--- src/rtl/video_frame_gen.sv ---
`default_nettype none
// ============================================================================
// Module   : video_frame_gen
// Purpose  : Composite frame generator for the tape data path. Produces
//            NTSC-style vertical (equalising / serrated) and horizontal sync,
//            plus active lines that carry a start marker, a payload window
//            fed over a valid/ready handshake, and an end marker, all as
//            8-bit (DATA_W) levels for the video DAC.
// Ports    : clkin      - pixel clock
//            rst        - asynchronous active-high reset
//            line_req   - upstream has a line to send (sampled once per line)
//            data_in    - payload word
//            data_valid - data_in valid this cycle
//            ready      - block accepts data_in this cycle
//            video_out  - level to DAC
//            sync       - active-low sync to DAC
//            field      - current field (0/1)
//            underflow  - one-cycle pulse: previous active line missed words
// Options  : VIDEO_FRAME_GEN_CHECKSUM_EN - when defined, the last payload
//            slot carries the modulo-2^DATA_W sum of the preceding payload
//            words of that line and ready is offered one cycle less.
// Revision : 1.0 - initial release
// ============================================================================
module video_frame_gen #(
  parameter int unsigned DATA_W       = 8,
  parameter int unsigned LINE_PIXELS  = 400,
  parameter int unsigned LINES_F0     = 263,
  parameter int unsigned INTERLACE    = 1,
  parameter int unsigned ACTIVE_FIRST = 19,
  parameter int unsigned HSYNC_W      = 29,
  parameter int unsigned EQ_W         = 13,
  parameter int unsigned BROAD_GAP    = 30,
  parameter int unsigned MARK_PIX     = 57,
  parameter int unsigned DATA_LEN     = 331,
  parameter int unsigned BLANK_LEVEL  = 41,
  parameter int unsigned START_ON     = 180,
  parameter int unsigned START_OFF    = 42,
  parameter int unsigned END_ON       = 200,
  parameter int unsigned END_OFF      = 49
) (
  input  logic              clkin,
  input  logic              rst,
  input  logic              line_req,
  input  logic [DATA_W-1:0] data_in,
  input  logic              data_valid,
  output logic              ready,
  output logic [DATA_W-1:0] video_out,
  output logic              sync,
  output logic              field,
  output logic              underflow
);

  localparam int unsigned HALF        = LINE_PIXELS / 2;
  localparam int unsigned PIX_W       = $clog2(LINE_PIXELS);
  localparam int unsigned LINE_W      = $clog2(LINES_F0 + 2);
  localparam int unsigned ACTIVE_LAST = ACTIVE_FIRST + 242;
`ifdef VIDEO_FRAME_GEN_CHECKSUM_EN
  localparam int unsigned PAY_SLOTS   = DATA_LEN - 1;
`else
  localparam int unsigned PAY_SLOTS   = DATA_LEN;
`endif

  localparam logic [DATA_W-1:0] BLANK_L     = DATA_W'(BLANK_LEVEL);
  localparam logic [DATA_W-1:0] START_ON_L  = DATA_W'(START_ON);
  localparam logic [DATA_W-1:0] START_OFF_L = DATA_W'(START_OFF);
  localparam logic [DATA_W-1:0] END_ON_L    = DATA_W'(END_ON);
  localparam logic [DATA_W-1:0] END_OFF_L   = DATA_W'(END_OFF);

  // Raster position of the pixel being computed; outputs lag it by one cycle.
  logic [PIX_W-1:0]  pix;
  logic [LINE_W-1:0] line_cnt;
  logic              fld;
  logic              ctl;
  logic              miss;

  logic [31:0] px;
  logic [31:0] ln;
  logic [31:0] hp;
  logic        second_half;
  logic        eq_low;
  logic        broad_low;
  logic        low;
  logic        active;
  logic        line_last;
  logic        field_last;

  logic [DATA_W-1:0] video_d;
  logic              ready_d;
  logic              miss_set;
`ifdef VIDEO_FRAME_GEN_CHECKSUM_EN
  logic [DATA_W-1:0] csum;
  logic [DATA_W-1:0] csum_d;
`endif

  assign px          = 32'(pix);
  assign ln          = 32'(line_cnt);
  assign second_half = (px >= HALF);
  // Position within the current half-line; vertical-interval pulses repeat
  // identically in both halves.
  assign hp          = second_half ? (px - HALF) : px;
  assign eq_low      = (hp < EQ_W);
  assign broad_low   = (hp < (HALF - BROAD_GAP));
  assign line_last   = (px == (LINE_PIXELS - 1));
  // Field 1 is one line longer than field 0 (fld is always 0 without interlace).
  assign field_last  = (ln == (LINES_F0 - 1 + 32'(fld)));
  assign active      = (ln >= ACTIVE_FIRST) && (ln <= ACTIVE_LAST);

  // Sync shape per line type. In field 1 lines 2 and 5 switch pulse type at
  // mid-line, giving the half-line offset between fields.
  always_comb begin
    low = (px < HSYNC_W);
    if (ln == 32'd3 || ln == 32'd4) begin
      low = broad_low;
    end else if (ln == 32'd2) begin
      low = (fld && second_half) ? broad_low : eq_low;
    end else if (ln == 32'd5) begin
      low = (fld && second_half) ? eq_low : broad_low;
    end else if (ln <= 32'd8) begin
      low = eq_low;
    end
  end

  // Level and handshake for the pixel at the counter position.
  always_comb begin
    video_d  = low ? '0 : BLANK_L;
    miss_set = 1'b0;
    // ready leads each payload slot by one cycle, independent of ctl.
    ready_d  = active && (px >= MARK_PIX) && (px < (MARK_PIX + PAY_SLOTS));
`ifdef VIDEO_FRAME_GEN_CHECKSUM_EN
    csum_d   = (px == 32'd0) ? '0 : csum;
`endif
    if (active && !low) begin
      if (px == MARK_PIX) begin
        video_d = ctl ? START_ON_L : START_OFF_L;
      end else if ((px > MARK_PIX) && (px <= (MARK_PIX + PAY_SLOTS))) begin
        // The raster never waits: a missing word becomes blanking.
        if (ready && data_valid) begin
          video_d = data_in;
        end else if (ready) begin
          miss_set = 1'b1;
        end
`ifdef VIDEO_FRAME_GEN_CHECKSUM_EN
        csum_d = csum + video_d;
`endif
      end
`ifdef VIDEO_FRAME_GEN_CHECKSUM_EN
      else if (px == (MARK_PIX + DATA_LEN)) begin
        video_d = csum;
      end
`endif
      else if (px == (MARK_PIX + DATA_LEN + 1)) begin
        video_d = ctl ? END_ON_L : END_OFF_L;
      end
    end
  end

  always_ff @(posedge clkin or posedge rst) begin
    if (rst) begin
      pix       <= '0;
      line_cnt  <= '0;
      fld       <= 1'b0;
      ctl       <= 1'b0;
      miss      <= 1'b0;
      video_out <= BLANK_L;
      sync      <= 1'b1;
      ready     <= 1'b0;
      field     <= 1'b0;
      underflow <= 1'b0;
`ifdef VIDEO_FRAME_GEN_CHECKSUM_EN
      csum      <= '0;
`endif
    end else begin
      video_out <= video_d;
      sync      <= ~low;
      ready     <= ready_d;
      field     <= fld;
      // The miss flag of the line just finished is reported at pixel 0.
      underflow <= (px == 32'd0) && miss;
      if (px == 32'd0) begin
        miss <= 1'b0;
      end else if (miss_set) begin
        miss <= 1'b1;
      end
      if (line_last) begin
        ctl <= line_req;
      end
`ifdef VIDEO_FRAME_GEN_CHECKSUM_EN
      csum <= csum_d;
`endif
      if (line_last) begin
        pix <= '0;
        if (field_last) begin
          line_cnt <= '0;
          if (INTERLACE != 0) begin
            fld <= ~fld;
          end
        end else begin
          line_cnt <= line_cnt + LINE_W'(1);
        end
      end else begin
        pix <= pix + PIX_W'(1);
      end
    end
  end

endmodule
`default_nettype wire

--- config.mk ---
export PLATFORM = sky130hd
export DESIGN_NAME = video_frame_gen
export DESIGN_NICKNAME = d
export VERILOG_FILES = /design/src/rtl/video_frame_gen.sv
export SDC_FILE = /design/constraint.sdc
export NUM_CORES = 1
export LEC_CHECK = 0
export CAP_MARGIN = 20
export CORE_MARGIN = 3
export CORE_UTILIZATION = 40
export DETAILED_ROUTE_END_ITERATION = 8
export PLACE_DENSITY = 0.74
export SYNTH_ARGS = -nofsm -noshare
export SYNTH_HDL_FRONTEND = slang
export SYNTH_SLANG_ARGS = --single-unit
--- constraint.sdc ---
create_clock -name clkin -period 2.34 [get_ports clkin]
set_input_delay 0.234 -clock clkin [delete_from_list [all_inputs] [get_ports clkin]]
set_output_delay 0.234 -clock clkin [all_outputs]
set_load 0.01 [all_outputs]
==> results.toml, run 1 <==
[power_and_ir_drop]
finalPower_mw = 1.032
leakagePower_nw = 1.028
power.density_nw_per_um2 = 404.2
ir_drop_mv = 0.1724

[detailed_routing]
drtPass1Iterations = 4
wl_um = 4586
ant_nets = 0
first_iter_violations = 116
wl_per_cell_um = 13.90
num_vias = 1821
drc_errors = 0
via_per_inst = 5.518

[clock_tree]
clock_sinks = 33
cts-root-buf = "clkbuf_8"
cts_tree = "done"
insertion_delay_ps = 280
numCtsBuffers = 5
cts_htree_levels = 2
cts.clk_slew.worst_paths_ps = 60
post_cts_buffers = 0
cts_max_path_buffers = 2

[floorplan]
dieArea_um2 = 6026
die_y_um = 77.63
coreArea_um2 = 4848
start_util_pct = 42.32
rows = 25
die_w_um = 77.63
boundaryPins = 24

[synth]
synthesis.area_um2 = 2052
syn_nets = 249
synth_ff_type = "dfrtp_1"
seq_area_frac_synth_pct = 40.49
yosys_register_bits = 33
synth.distinct_cells = 52
async_reset_ff_share_pct = 100.0
synth_warnings = 0
synth_top_area_share_pct = 35.37
synthCells = 227
synth_most_common_cell = "dfrtp_1"
post_synth.cell_area_avg_um2 = 9.040
synth_area_leaders = "dfrtp_1 (35%), ha_1 (6.1%), dfstp_2 (5.1%)"
synth_area_leader_cell = "dfrtp_1"
synth_edf_count = 0
yosys-top-cells-count = "dfrtp_1 (29), nand2_1 (21), nor2_1 (20), inv_1 (16), o21ai_0 (16)"

[setup_path]
required_ps = 2540
rr_endpoint = "video_out[0]"
endpoint_kind = "flop"
arrival_ps = 2420
critPathKind = "reg -> reg"
worst_setup_path_startpoint = "line_cnt[5]"
reg2regPathDepth = 6
cp-endpoint = "video_out[0]"
start_kind = "flop"
critPathMaxFanout = 6
reg2reg_slack_ps = 120
r2r_start = "line_cnt[5]"

[timing]
finalHoldViolations = 0
rsz0062_at_grt = "true"
relSlewSlack_pct = 65.90
fmax_ghz = 0.4511
tightest_slew_ps = 510.6
slew_violations = 0
setup_violations = 0
fin_crit_sh_pct = 94.73
worst_slack_ps = 123.3
skew_ps = 1.344
min_period_ps = 2217

[status]
outcome = "complete, no violations"

[layout]
fin_util_pct = 52.65
n_antenna_cell = 0
fillers = 457
drive_above_1_share_pct = 15.21
syn_to_final_growth_pct = 24.39
nets = 285

[global_routing]
grt_pass1_wl_um = 8114
antenna_found_initial = 0
grt_max_degree = 34
grt_pass1_vias = 1798
grt_usage_pct = 16.79
grt_remaining_overflow = 0

[worst_hold_path]
hold_class = "in -> async"

[place]
hpwl_um = 3373
gp_congestion = 0.8306
place_ws_ps = 16.26
io_buffer_count = 23

[job]
max_cap_violations = 0
## layer usage
| layer | up-vias | GRT usage [%] | wire length (um) |
|---|---|---|---|
| met5 | - | 0 | 0 |
| met4 | 0 | 8.541 | 84 |
| met3 | 8 | 4.060 | 264 |
| met2 | 58 | 27.91 | 2209 |
| met1 | 868 | 20.06 | 2027 |
| li1 | 887 | - | - |
## state kept, by name, summed over array words and instances (netlist names)
signal and flops:
line_cnt 9, pix 9, video_out 8, ctl 1
field 1, fld 1, miss 1, ready 1
sync 1, underflow 1
## stage by stage
step	hold slack (ps)	instance area (um2)	std cells	setup TNS (ps)
after floorplan	359.9	2052	227	0
after global placement	458.9	2442	323	0
after detailed placement	461.5	2442	323	0
after CTS	339.8	2534	330	0
after global routing	362.8	2552	330	-65.63
final	330.3	2552	330	0
## cell usage in the layout, fill, tap and decap left out, drive strengths merged, types with 3 or more instances in the layout
master | synthesis | final
and3 | 3 | 3
a31oi | 4 | 4
nor2 | 20 | 20
ha | 10 | 10
clkdlybuf4s50 | 0 | 23
inv | 16 | 16
nor3 | 5 | 5
clkbuf | 5 | 7
and2 | 3 | 3
dfstp | 4 | 4
nand2b | 6 | 6
nor4 | 4 | 4
a211oi | 3 | 3
dfrtp | 29 | 29
xor2 | 4 | 4
o31ai | 4 | 4
o21ai | 16 | 16
a21oi | 11 | 11
buf | 4 | 15
nand3 | 9 | 9
nand4 | 4 | 4
nand2 | 21 | 21
xnor2 | 8 | 8
## worst max-delay path: stages, from the launching register on
cell and delay, ps:
dfrtp_1 430, or4_4 540, a211oi_2 270, o211ai_1 130, a311o_1 370, a221oi_4 310, a211oi_1 90
## cell families after synthesis
logic type | count (synthesis) | share of synthesized area (%)
mux | 3 | 1.524
buf+inv | 25 | 4.695
xor+xnor | 12 | 5.122
flops | 33 | 40.49
compound gates | 58 | 20.00
fa+ha+maj | 10 | 6.098
simple gates | 86 | 22.07
## how the worst min path moves through the flow
stage	start	endpoint	slack [ps]	cells after the start
3_5_place_dp	fld	field	460	0
3_3_place_gp	fld	field	460	0
4_1_cts	rst	line_cnt[7]	340	3
2_1_floorplan	rst	ctl	360	1
5_1_grt	rst	miss	360	3
6_report	rst	line_cnt[8]	330	3
## layout make-up
cell class | count | area (um2) | area share (%)
tap | 67 | 83.83 | 3.284
clock buffer | 7 | 86.33 | 3.382
inverter | 16 | 60.06 | 2.353
timing repair buffer | 38 | 342.8 | 13.43
sequential | 33 | 832.0 | 32.60
multi-input combinational | 169 | 1147 | 44.95
## where the power goes
group / switching [mW] / internal, mW / total [mW]
Clock: 0.193 / 0.233 / 0.426
Sequential: 0.000871 / 0.572 / 0.573
Combinational: 0.0142 / 0.0187 / 0.0328
## timing repair
action	4_1_cts	5_1_grt
hold buffers	0	0
gates resized for setup	1	3
pin swaps	0	1
endpoints found under the setup margin	1	9
Note: power is estimated with default switching activity, not from simulation.
==> run 2, diff against run 1 <==
Settings changed: HOLD_SLACK_MARGIN set to 0.15.
==> results of run 2 <==
Final layout, timing and power as in run 1 (identical DEF).
